===== config.mk =====
export PLATFORM = sky130hd
export DESIGN_NAME = toy_rename_recover_ctrl
export DESIGN_NICKNAME = d
export VERILOG_FILES = /design/src/rtl/toy_rename_recover_ctrl_pkg.sv /design/src/rtl/toy_rename_recover_ctrl.sv
export SDC_FILE = /design/constraint.sdc
export NUM_CORES = 1
export LEC_CHECK = 0
export CAP_MARGIN = 20
export CORE_MARGIN = 8
export CORE_UTILIZATION = 38
export DETAILED_ROUTE_END_ITERATION = 7
export PLACE_DENSITY = 0.83
export RECOVER_POWER = 100
export SYNTH_ARGS = -nofsm -noshare
export SYNTH_HDL_FRONTEND = slang
export SYNTH_SLANG_ARGS = --single-unit

===== constraint.sdc =====
create_clock -name clk -period 1.65 [get_ports clk]
set_clock_uncertainty 0.1 [all_clocks]
set_input_delay 0.33 -clock clk [delete_from_list [all_inputs] [get_ports clk]]
set_output_delay 0.33 -clock clk [all_outputs]
set_load 0.005 [all_outputs]

===== src/rtl/toy_rename_recover_ctrl_pkg.sv =====
// Shared rename-table constants and the recovery sequencer state type.
package toy_rename_recover_ctrl_pkg;

  // Physical register id width used by all rename tables.
  localparam int unsigned PHY_REG_ID_WIDTH = 7;

  // Architectural registers per register class.
  localparam int unsigned DEF_ARCH_REG_NUM = 32;

  // Recovery sequencer states.
  typedef enum logic [1:0] {
    REC_IDLE  = 2'd0,
    REC_DRAIN = 2'd1,
    REC_COPY  = 2'd2,
    REC_LAST  = 2'd3
  } rec_state_e;

endpackage


===== src/rtl/toy_rename_recover_ctrl.sv =====
// Speculative RAT recovery sequencer: after a flush, stalls rename, waits for
// the commit channels to go idle, then copies the committed (backup) rename
// table into the speculative RAT, COPY_WIDTH entries per cycle.
module toy_rename_recover_ctrl
  import toy_rename_recover_ctrl_pkg::*;
#(
  parameter int unsigned ARCH_REG_NUM = DEF_ARCH_REG_NUM,
  parameter int unsigned COPY_WIDTH   = 4,
  parameter int unsigned MODE         = 0,
  localparam int unsigned ARCH_ID_W   = $clog2(ARCH_REG_NUM),
  localparam int unsigned GRP_NUM     = ARCH_REG_NUM / COPY_WIDTH,
  localparam int unsigned GRP_W       = (GRP_NUM > 1) ? $clog2(GRP_NUM) : 1
) (
  input  logic                                         clk,
  input  logic                                         rst_n,
  input  logic                                         flush_req,
  input  logic                                         commit_busy,
  output logic [COPY_WIDTH-1:0][ARCH_ID_W-1:0]         bk_rd_idx,
  input  logic [COPY_WIDTH-1:0][PHY_REG_ID_WIDTH-1:0]  bk_rd_phy,
  output logic [COPY_WIDTH-1:0]                        rat_wr_en,
  output logic [COPY_WIDTH-1:0][ARCH_ID_W-1:0]         rat_wr_idx,
  output logic [COPY_WIDTH-1:0][PHY_REG_ID_WIDTH-1:0]  rat_wr_phy,
  output logic                                         rename_stall,
  output logic                                         recover_done
);

  rec_state_e            state;
  rec_state_e            state_nxt;
  logic [GRP_W-1:0]      grp_cnt;
  logic [GRP_W-1:0]      grp_nxt;
  logic                  capture;
  logic [COPY_WIDTH-1:0] lane_en;

  // Backup-table read addresses for the current group, plus per-lane write
  // enables (int class never writes arch reg 0).
  always_comb begin
    for (int unsigned i = 0; i < COPY_WIDTH; i++) begin
      bk_rd_idx[i] = ARCH_ID_W'(32'(grp_cnt) * COPY_WIDTH + i);
      lane_en[i]   = (MODE != 0) || (bk_rd_idx[i] != '0);
    end
  end

  // Next-state, group counter and capture decode.
  always_comb begin
    state_nxt = state;
    grp_nxt   = grp_cnt;
    capture   = 1'b0;
    case (state)
      REC_IDLE: begin
        if (flush_req) state_nxt = REC_DRAIN;
      end
      REC_DRAIN: begin
        grp_nxt = '0;
        if (!commit_busy) state_nxt = REC_COPY;
      end
      REC_COPY: begin
        if (flush_req) begin
          state_nxt = REC_DRAIN;
          grp_nxt   = '0;
        end else begin
          capture = 1'b1;
          if (grp_cnt == GRP_W'(GRP_NUM - 1)) begin
            state_nxt = REC_LAST;
            grp_nxt   = '0;
          end else begin
            grp_nxt = grp_cnt + GRP_W'(1);
          end
        end
      end
      REC_LAST: begin
        grp_nxt   = '0;
        state_nxt = flush_req ? REC_DRAIN : REC_IDLE;
      end
      default: begin
        state_nxt = REC_IDLE;
        grp_nxt   = '0;
      end
    endcase
  end

  // State, counter and the single RAT write register stage.
  always_ff @(posedge clk) begin
    if (!rst_n) begin
      state      <= REC_IDLE;
      grp_cnt    <= '0;
      rat_wr_en  <= '0;
      rat_wr_idx <= '0;
      rat_wr_phy <= '0;
    end else begin
      state     <= state_nxt;
      grp_cnt   <= grp_nxt;
      rat_wr_en <= capture ? lane_en : '0;
      if (capture) begin
        rat_wr_idx <= bk_rd_idx;
        rat_wr_phy <= bk_rd_phy;
      end
    end
  end

  // Stall decoded from registered state; a flush in LAST cancels the done pulse.
  always_comb begin
    rename_stall = (state != REC_IDLE);
    recover_done = (state == REC_LAST) && !flush_req;
  end

endmodule


### Word level (Yosys, flattened, before mapping)

Index checks and enable logic that the tools add are counted.

| word-level totals | value |
|---|---|
| bits in registers | 55 |
| bits of input ports | 32 |
| logic and storage cells | 45 |
| bits in read-only memories | 0 |
| bits in latches | 0 |
| bits in writable memories | 0 |
| memories kept | 0 |
| output and inout bits | 74 |

| cells by class | value |
|---|---|
| add/sub/neg operators | 4 |
| $lt $le $gt $ge | 0 |
| reductions and logical operators | 12 |
| shift operators | 0 |
| mux-type cells | 11 |
| equal/unequal tests | 7 |
| multiply operators | 0 |
| bitwise gates (word level) | 0 |
| div/mod/pow operators | 0 |

Operators by type and width:

| kind | count |
|---|---|
| 5-bit nonzero test | 4 |
| 5-bit by 2-bit adder with 5-bit output (second input constant) | 2 |
| 2-bit two-way mux | 4 |
| 2-bit one-hot mux with 4 select lines | 1 |
| 3-bit two-way mux | 2 |
| 3-bit one-hot mux with 2 select lines | 1 |
| 5-bit by 1-bit adder with 5-bit output (second input constant) | 1 |
| 2-bit equality test (second input constant) | 2 |
| 2-bit != test (second input constant) | 2 |
| 2-bit nonzero test | 2 |
| 3-bit by 1-bit adder with 3-bit output (second input constant) | 1 |
| 3-bit equality test (second input constant) | 1 |
| 1-bit two-way mux | 3 |
| 3-bit != test (second input constant) | 1 |
| 3-bit AND reduction | 1 |
| 2-bit by 1-bit equality test with 1-bit output (second input constant) | 1 |
| 2-bit logical NOT | 1 |
| 2-bit AND reduction | 1 |
| 2-bit OR reduction | 1 |
| 1-bit logical AND | 1 |
| 1-bit logical NOT | 1 |

### Logic depth before layout (Yosys ltp)

Gate-level depths: netlist (run 1).

| depth | value |
|---|---|
| depth after elaboration | 4 |
| depth in mapped cells | 5 |
| gate-level depth less buffers | 4 |

### Worst setup path after synthesis (run 1)

Ideal clock, no wire load.

| path | value |
|---|---|
| kind | flip-flop to flip-flop |
| start point | reg grp_cnt[0] |
| end point | reg grp_cnt[0] |
| cell stages (with the launch flop) | 5 |
| path slack | 0.125 ns |
| clock period less this slack | 1.525 ns |
| data required time | 1.484 ns |
| arrival time | 1.359 ns |
| setup time | 0.066 ns |
| path buffers | 0 |
| path through | dfxtp_1 ha_1 ha_1 or4b_4 a21oi_2 |

| between the ends | value |
|---|---|
| word-level cells in the longest chain between the ends | 4 |
| elaborated cells on any way between the ends | 5 |
| classes of those cells | 1 x add/sub; 1 x eq/ne; 3 x mux |

RTL lines:

| element | line | RTL |
|---|---|---|
| start: declaration | toy_rename_recover_ctrl.sv:29 | `logic [GRP_W-1:0] grp_cnt;` |
| start signal: assignment | toy_rename_recover_ctrl.sv:91 | `grp_cnt <= grp_nxt;` |
| 3-bit by 1-bit adder with 3-bit output / 3-bit equality test (equally long branches) | toy_rename_recover_ctrl.sv:66, toy_rename_recover_ctrl.sv:62 |  |
| 3-bit two-way mux * | toy_rename_recover_ctrl.sv:62 | `if (grp_cnt == GRP_W'(GRP_NUM - 1)) begin` |
| 3-bit two-way mux * | toy_rename_recover_ctrl.sv:57 | `if (flush_req) begin` |
| 3-bit one-hot mux with 2 select lines * | toy_rename_recover_ctrl.sv:48 | `case (state)` |

Every way passes the cells marked *; elsewhere a longest branch is shown, timed or not.
A chain may end at the register's enable or synchronous reset.

### Worst setup path after layout (run 1)

| path | value |
|---|---|
| start point | in flush_req |
| end point | out recover_done |

| between the ends | value |
|---|---|
| word-level cells in the longest chain between the ends | 2 |

RTL lines:

| element | line | RTL |
|---|---|---|
| start: declaration | toy_rename_recover_ctrl.sv:16 | `input logic flush_req,` |
| 1-bit logical NOT | toy_rename_recover_ctrl.sv:103 | `recover_done = (state == REC_LAST) && !flush_req;` |
| 1-bit logical AND | toy_rename_recover_ctrl.sv:103 |  |
| end: declaration | toy_rename_recover_ctrl.sv:24 | `output logic recover_done` |

Every way passes these cells.

==> impl_results.md, run 1 <==
- Status: complete, no violations
- Post-synthesis sequential area ratio: 41.1%
- Core ar.: 4790 um2
- Gate power share: 11.4%
- Die width: 86.7 um
- Root Buffer: clkbuf_8
- CP endpoint kind: output port
- Hold path startpoint: rst_n
- Synthesized area: 1900 um2
- Commonest non-fill, non-tap cell in the layout: clkdlybuf4s50_1
- TritonCTS clock tree: yes
- Input/output buffers: 93
- Final Util: 58.7%
- Pwr Total: 2000 uW
- Crit share post-route: 98.1%
- Fraction of layout instances using a drive strength above 1: 9.96%
- Clock power share: 40.5%
- Largest area contributor in the netlist: dfxtp_1
- Post-Layout Cell Count: 348
- Worst-Skew Late Latency: 0.28 ns
- Sequential Power Share: 48.1%
- # clock sinks: 39
- First-pass GRT wire length: 7130 um
- Post-synthesis register bit count: 39
- Grt ovf: 0
- # DRC: 0
- HPWL Detailed: 3460 um
- Worst setup path startpoint: flush_req
- Switching share of total power: 21.1%
- Drt first-iter violations: 33
- Largest net degree at the start of global routing: 36
- Internal: 1580 uW
- Dpl cells: 340
- Share of the synthesized area in the top cell type: 41.1%
- Syn_area_per_cell: 9.06 um2
- Synth warn: 0
- # rows: 25
- Worst path arrival time: 1.19 ns
- H-tree depth: 2
- Critical Path RT: 1.22 ns
- Routed Antenna Nets: 0
- # diodes: 0
- Hold path depth: 3
- Sum Neg Setup Slack: 0 ns
- Die Y-Extent: 86.7 um
- Mapped Cells: 210
- Initial Utilization: 39.7%
- Initial antenna violation count: 0
- Worst Path Class, Setup: in2out
- TritonRoute pass-1 iters: 4
- Avg WL per Cell: 12.9 um
- Die ar.: 7520 um2
- Worst Hold Class: in2reg
- Sw power: 422 uW
- Final Max Tran Viols: 0
- Vias in the first global route: 1576
- RePlAce Congestion: 0.689
- CP max FO: 2
- R2R depth: 4
- Pleak: 0.00109 uW
- Critical Path Source Type: input pin
- Clock tree buffer depth: 2
- Synth area leaders: dfxtp_1, mux2i_1, buf_4, nand2_1, ha_1
- CTS hold repair buffers: 0
- Final WL: 4500 um
- Most frequent cells in the layout: clkdlybuf4s50_1, nand2_1, dfxtp_1
- Clock transition at path regs: 0.07 ns
- Netlist cell types: 26
- TritonCTS Buffers: 5
- Min Tclk post-route: 1.62 ns
- Vias per std cell: 4.32
- Vias post-DR: 1504
- IO Pins: 106
- GRT Util Overall: 11.6%
- Max_cap viols: 0
- Max VDD drop: 0.000471 V
- Pwr/cell area: 714 nW/um2
- Area Overhead vs Synth: 47.6%
- Endpoints failing hold: 0
- FF-to-FF Start: grp_cnt[0]$_SDFFE_PN0P_
- Post CTS Setup Buffer Count: 0
- Final nets: 315
- FMAX: 0.618 GHz
- Final setup violating endpoints: 0
[cells in the mapped netlist, drive strengths merged]
cell type / n
nand3b: 2
and2: 1
dfxtp: 39
conb: 2
o211ai: 1
nand4b: 1
mux2i: 31
nand2: 62
nand2b: 5
and3: 1
ha: 3
inv: 2
a21oi: 4
nor3b: 2
o21a: 2
or2: 1
buf: 43
clkbuf: 5
or4b: 1
and3b: 1
nand3: 1
[layout make-up]
cell class	instances	area, um2
well taps	67	83.8
multi-input cells	131	797
fillers	442	1980
clock inverters	2	35.0
clock buffers	6	82.6
repair buffers	101	1000
flip-flops and latches	39	797
inverters	2	7.51
[logic make-up (layout without fill, tap and decap cells)]
kind of cell,Yosys count,after routing,synth area share [%]
AO/OA/AOI/OAI,7,7,2.43
adder cells (fa/ha/maj),3,3,1.97
buffers and inverters,50,111,19.1
flip-flops,39,39,41.1
multiplexers,31,31,16.3
other,2,12,0.395
AND/OR/NAND/NOR,78,78,18.7
[flip-flops by register name (all words and copies together) (netlist names)]
name / cells
rat_wr_phy: 28
rat_wr_idx: 4
grp_cnt: 3
rat_wr_en: 2
state: 2
[stage by stage]
step / area [um2] / hold slack, ns / setup WS, ns
5_1_grt: 2810 / 0.285 / -0.00978
2_1_floorplan: 1940 / 0.351 / 0.125
6_report: 2810 / 0.258 / 0.0315
3_3_place_gp: 2670 / 0.341 / -0.237
4_1_cts: 2800 / 0.254 / 0.00933
3_5_place_dp: 2670 / 0.345 / -0.238
[routing by layer]
metal	global-route usage, %	share of wire (%)
met5	0	0
met3	6.05	11
met2	21.0	49
met4	2.50	0.82
met1	11.5	39
[final timing paths]
path                                                   end  slack [ns]
worst max-delay path                          recover_done        0.03
worst min-delay path                 state[0]$_SDFFE_PN0P_        0.26
worst max register to register     grp_cnt[0]$_SDFFE_PN0P_        0.11
worst min register to register  rat_wr_phy[5]$_SDFFE_PN0P_        0.35
[critical path, stage by stage]
cell and delay (ns):
clkdlybuf4s50_1 0.47, and3b_2 0.20, clkdlybuf4s15_1 0.20
[power by group through the flow]
stage / clock network (uW) / logic (uW) / registers [uW]
finish: 811 / 229 / 963
global route: 878 / 253 / 965
CTS: 848 / 232 / 964
detailed placement: 0 / 234 / 989
global placement: 0 / 230 / 989
floorplan: 0 / 122 / 991
[timing repair]
action,in CTS,in global routing
gates cloned,0,0
setup endpoints to repair,27,7
gates resized for setup,12,5
Power figures use the tool's default switching activity.
==> run 2: changes to the inputs <==
--- a/config.mk
+++ b/config.mk
@@ -10,2 +10,3 @@
 export CORE_UTILIZATION = 38
+export CTS_CLUSTER_DIAMETER = 80
 export DETAILED_ROUTE_END_ITERATION = 7
--- a/constraint.sdc
+++ b/constraint.sdc
@@ -4,2 +4,2 @@
 set_output_delay 0.33 -clock clk [all_outputs]
-set_load 0.005 [all_outputs]
+set_load 0.05 [all_outputs]
==> run 2 against run 1 <==
Fmax up 2.6%. Final cell count down 0.29%. Global-route usage up 1.8 points. Core utilization up 1.6 points. Critical path depth down 1.
==> impl_results.md, run 2 (synthesis gave the netlist of run 1 again) <==
- Status: complete, no violations
- Pwr/cell area: 785 nW/um2 (+10%)
- First-pass GRT wire length: 8070 um (+13%)
- Worst path arrival time: 1.15 ns (-0.04 ns)
- Worst Path Class, Setup: reg2out
- Die width: 86.7 um (unchanged)
- Initial Utilization: 39.7% (unchanged)
- TritonCTS Buffers: 5 (unchanged)
- Regs by FF count: rat_wr_phy x28, rat_wr_idx x4, grp_cnt x3
- TritonCTS clock tree: yes
- Final Max Tran Viols: 0 (unchanged)
- Post-layout instance area: 2880 um2 (+2.7%)
- Clock tree buffer depth: 2 (unchanged)
- Slowest stage cell, crit path: dfxtp_1
- Min Tclk post-route: 1.58 ns (-0.0410 ns)
- Vias per std cell: 4.40 (+1.8%)
- HPWL Detailed: 4120 um (+19%)
- TritonRoute pass-1 iters: 4 (unchanged)
- Fraction of layout instances using a drive strength above 1: 20.7% (+11 points)
- Initial antenna violation count: 0 (unchanged)
- Die Y-Extent: 86.7 um (unchanged)
- Max VDD drop: 0.000426 V (-9.7%)
- Top reg by flops: rat_wr_phy
- Final nets: 314 (-0.32%)
- Vias in the first global route: 1643 (+4.3%)
- Hold WS: 0.233 ns (-0.0246 ns)
- Grt ovf: 0 (unchanged)
- Root Buffer: clkbuf_8
- Critical Path Source Type: flip-flop
- Most frequent cells in the layout: nand2_1, dfxtp_1, mux2i_1
- H-tree depth: 2 (unchanged)
- Vias post-DR: 1527 (+1.5%)
- Area Overhead vs Synth: 51.6%
- Avg WL per Cell: 14.6 um (+13%)
- Largest net degree at the start of global routing: 37 (+2.8%)
- # diodes: 0 (unchanged)
- Largest register FFs: 28 (unchanged)
- Setup WS post-layout: 0.0725 ns (+0.0410 ns)
- RePlAce Congestion: 0.752 (+9.2%)
- Input/output buffers: 93 (unchanged)
- IO Pins: 106 (unchanged)
- Final setup violating endpoints: 0 (unchanged)
- Worst Hold Class: in2reg
- FMAX: 0.634 GHz (+2.6%)
- CP endpoint kind: output port
- Post CTS Setup Buffer Count: 0 (unchanged)
- Cell chain of the critical path: or2_2, buf_12
- Final WL: 5070 um (+13%)
- Routed Antenna Nets: 0 (unchanged)
- Commonest non-fill, non-tap cell in the layout: nand2_1
- Slew @ Worst Pin: 0.537 ns
- Worst-Skew Late Latency: 0.28 ns (about the same)
- CP max FO: 6 (+4)
- Endpoints failing hold: 0 (unchanged)
- Critical Path RT: 1.22 ns (about the same)
- Pleak: 0.00158 uW (+44%)
- CTS resizes: 2 (-10)
- # rows: 25 (unchanged)
- # DRC: 0 (unchanged)
- Slew headroom: 64.1%
- Crit share post-route: 95.6% (-2.5 points)
- Unrepaired setup endpoints after global routing: no
- Worst path max stage delay: 0.37 ns (-0.10 ns)
- Max_cap viols: 0 (unchanged)
- Dpl ws: -0.172 ns (+0.0657 ns)
- Clock transition at path regs: 0.07 ns (about the same)
- # clock sinks: 39 (unchanged)
- Core ar.: 4790 um2 (unchanged)
- GRT Util Overall: 13.4% (+1.8 points)
- Area after DPL: 3300 um2 (+24%)
- Drt first-iter violations: 47 (+42%)
- CTS hold repair buffers: 0 (unchanged)
- Die ar.: 7520 um2 (unchanged)
[run 2: cell types whose count changed in the layout (fill, tap and decap cells not counted), moves of 2 or more]
cell and delta:
dfxtp_4 -3, clkbuf_4 +5, dlymetal6s2s_1 +21, clkdlybuf4s50_1 -57, buf_2 +3, buf_4 -5
buf_12 +15, clkbuf_2 +19, dfxtp_2 -2, dfxtp_1 +5
[run 2: path summary, 6_finish.rpt]
path | from | endpoint | slack, ns | cells past startpoint
setup / recovery | state[0]$_SDFFE_PN0P_ | rename_stall | 0.07 | 2
hold reg to reg | rat_wr_phy[17]$_SDFFE_PN0P_ | rat_wr_phy[17]$_SDFFE_PN0P_ | 0.36 | 2
hold / removal | rst_n | state[1]$_SDFFE_PN0P_ | 0.23 | 2
setup reg to reg | grp_cnt[0]$_SDFFE_PN0P_ | grp_cnt[0]$_SDFFE_PN0P_ | 0.16 | 4
[run 2: layout make-up]
cell class              instances  area [um2]
fillers                       426        1900
clock inverters                 2        60.1
repair buffers                100        1090
inverters                       2        7.51
flip-flops and latches         39         783
well taps                      67        83.8
multi-input cells             131         790
clock buffers                   6        72.6
[run 2: power breakdown]
group | total [uW] | leakage (uW) | switching, uW | internal, uW
clock network | 932 | 0.0000654 | 328 | 605
registers | 972 | 0.000316 | 14.4 | 958
logic | 360 | 0.00119 | 216 | 144
[run 2: stage by stage]
stage               setup TNS [ns]  power [uW]  instances  utilization [%]
floorplan                        0        1240        220                -
global placement             -3.96        1400        339             68.9
CTS                              0        2340        347             71.7
finish                           0        2260        347             60.3
global route                     0        2370        347             60.3
detailed placement           -4.95        1410        339             68.9
[run 2: metal layers]
| metal | track usage, % | part of all wire [%] |
|---|---|---|
| met2 | 24.4 | 52 |
| met1 | 13.8 | 40 |
| met4 | 3.29 | 0.41 |
| met5 | 0 | 0 |
| met3 | 5.67 | 7.3 |
[run 2: worst max-delay path, delay by kind of cell (launching register included)]
kind,cells,cell delay [ns]
buffers and inverters,1,0.16
flip-flops,1,0.37
AND/OR/NAND/NOR,1,0.34
==> run 3: changes to the inputs <==
SLEW_MARGIN = 25   (was default)
==> results of run 3 <==
The final DEF is identical to that of run 2; final timing and power are the same.
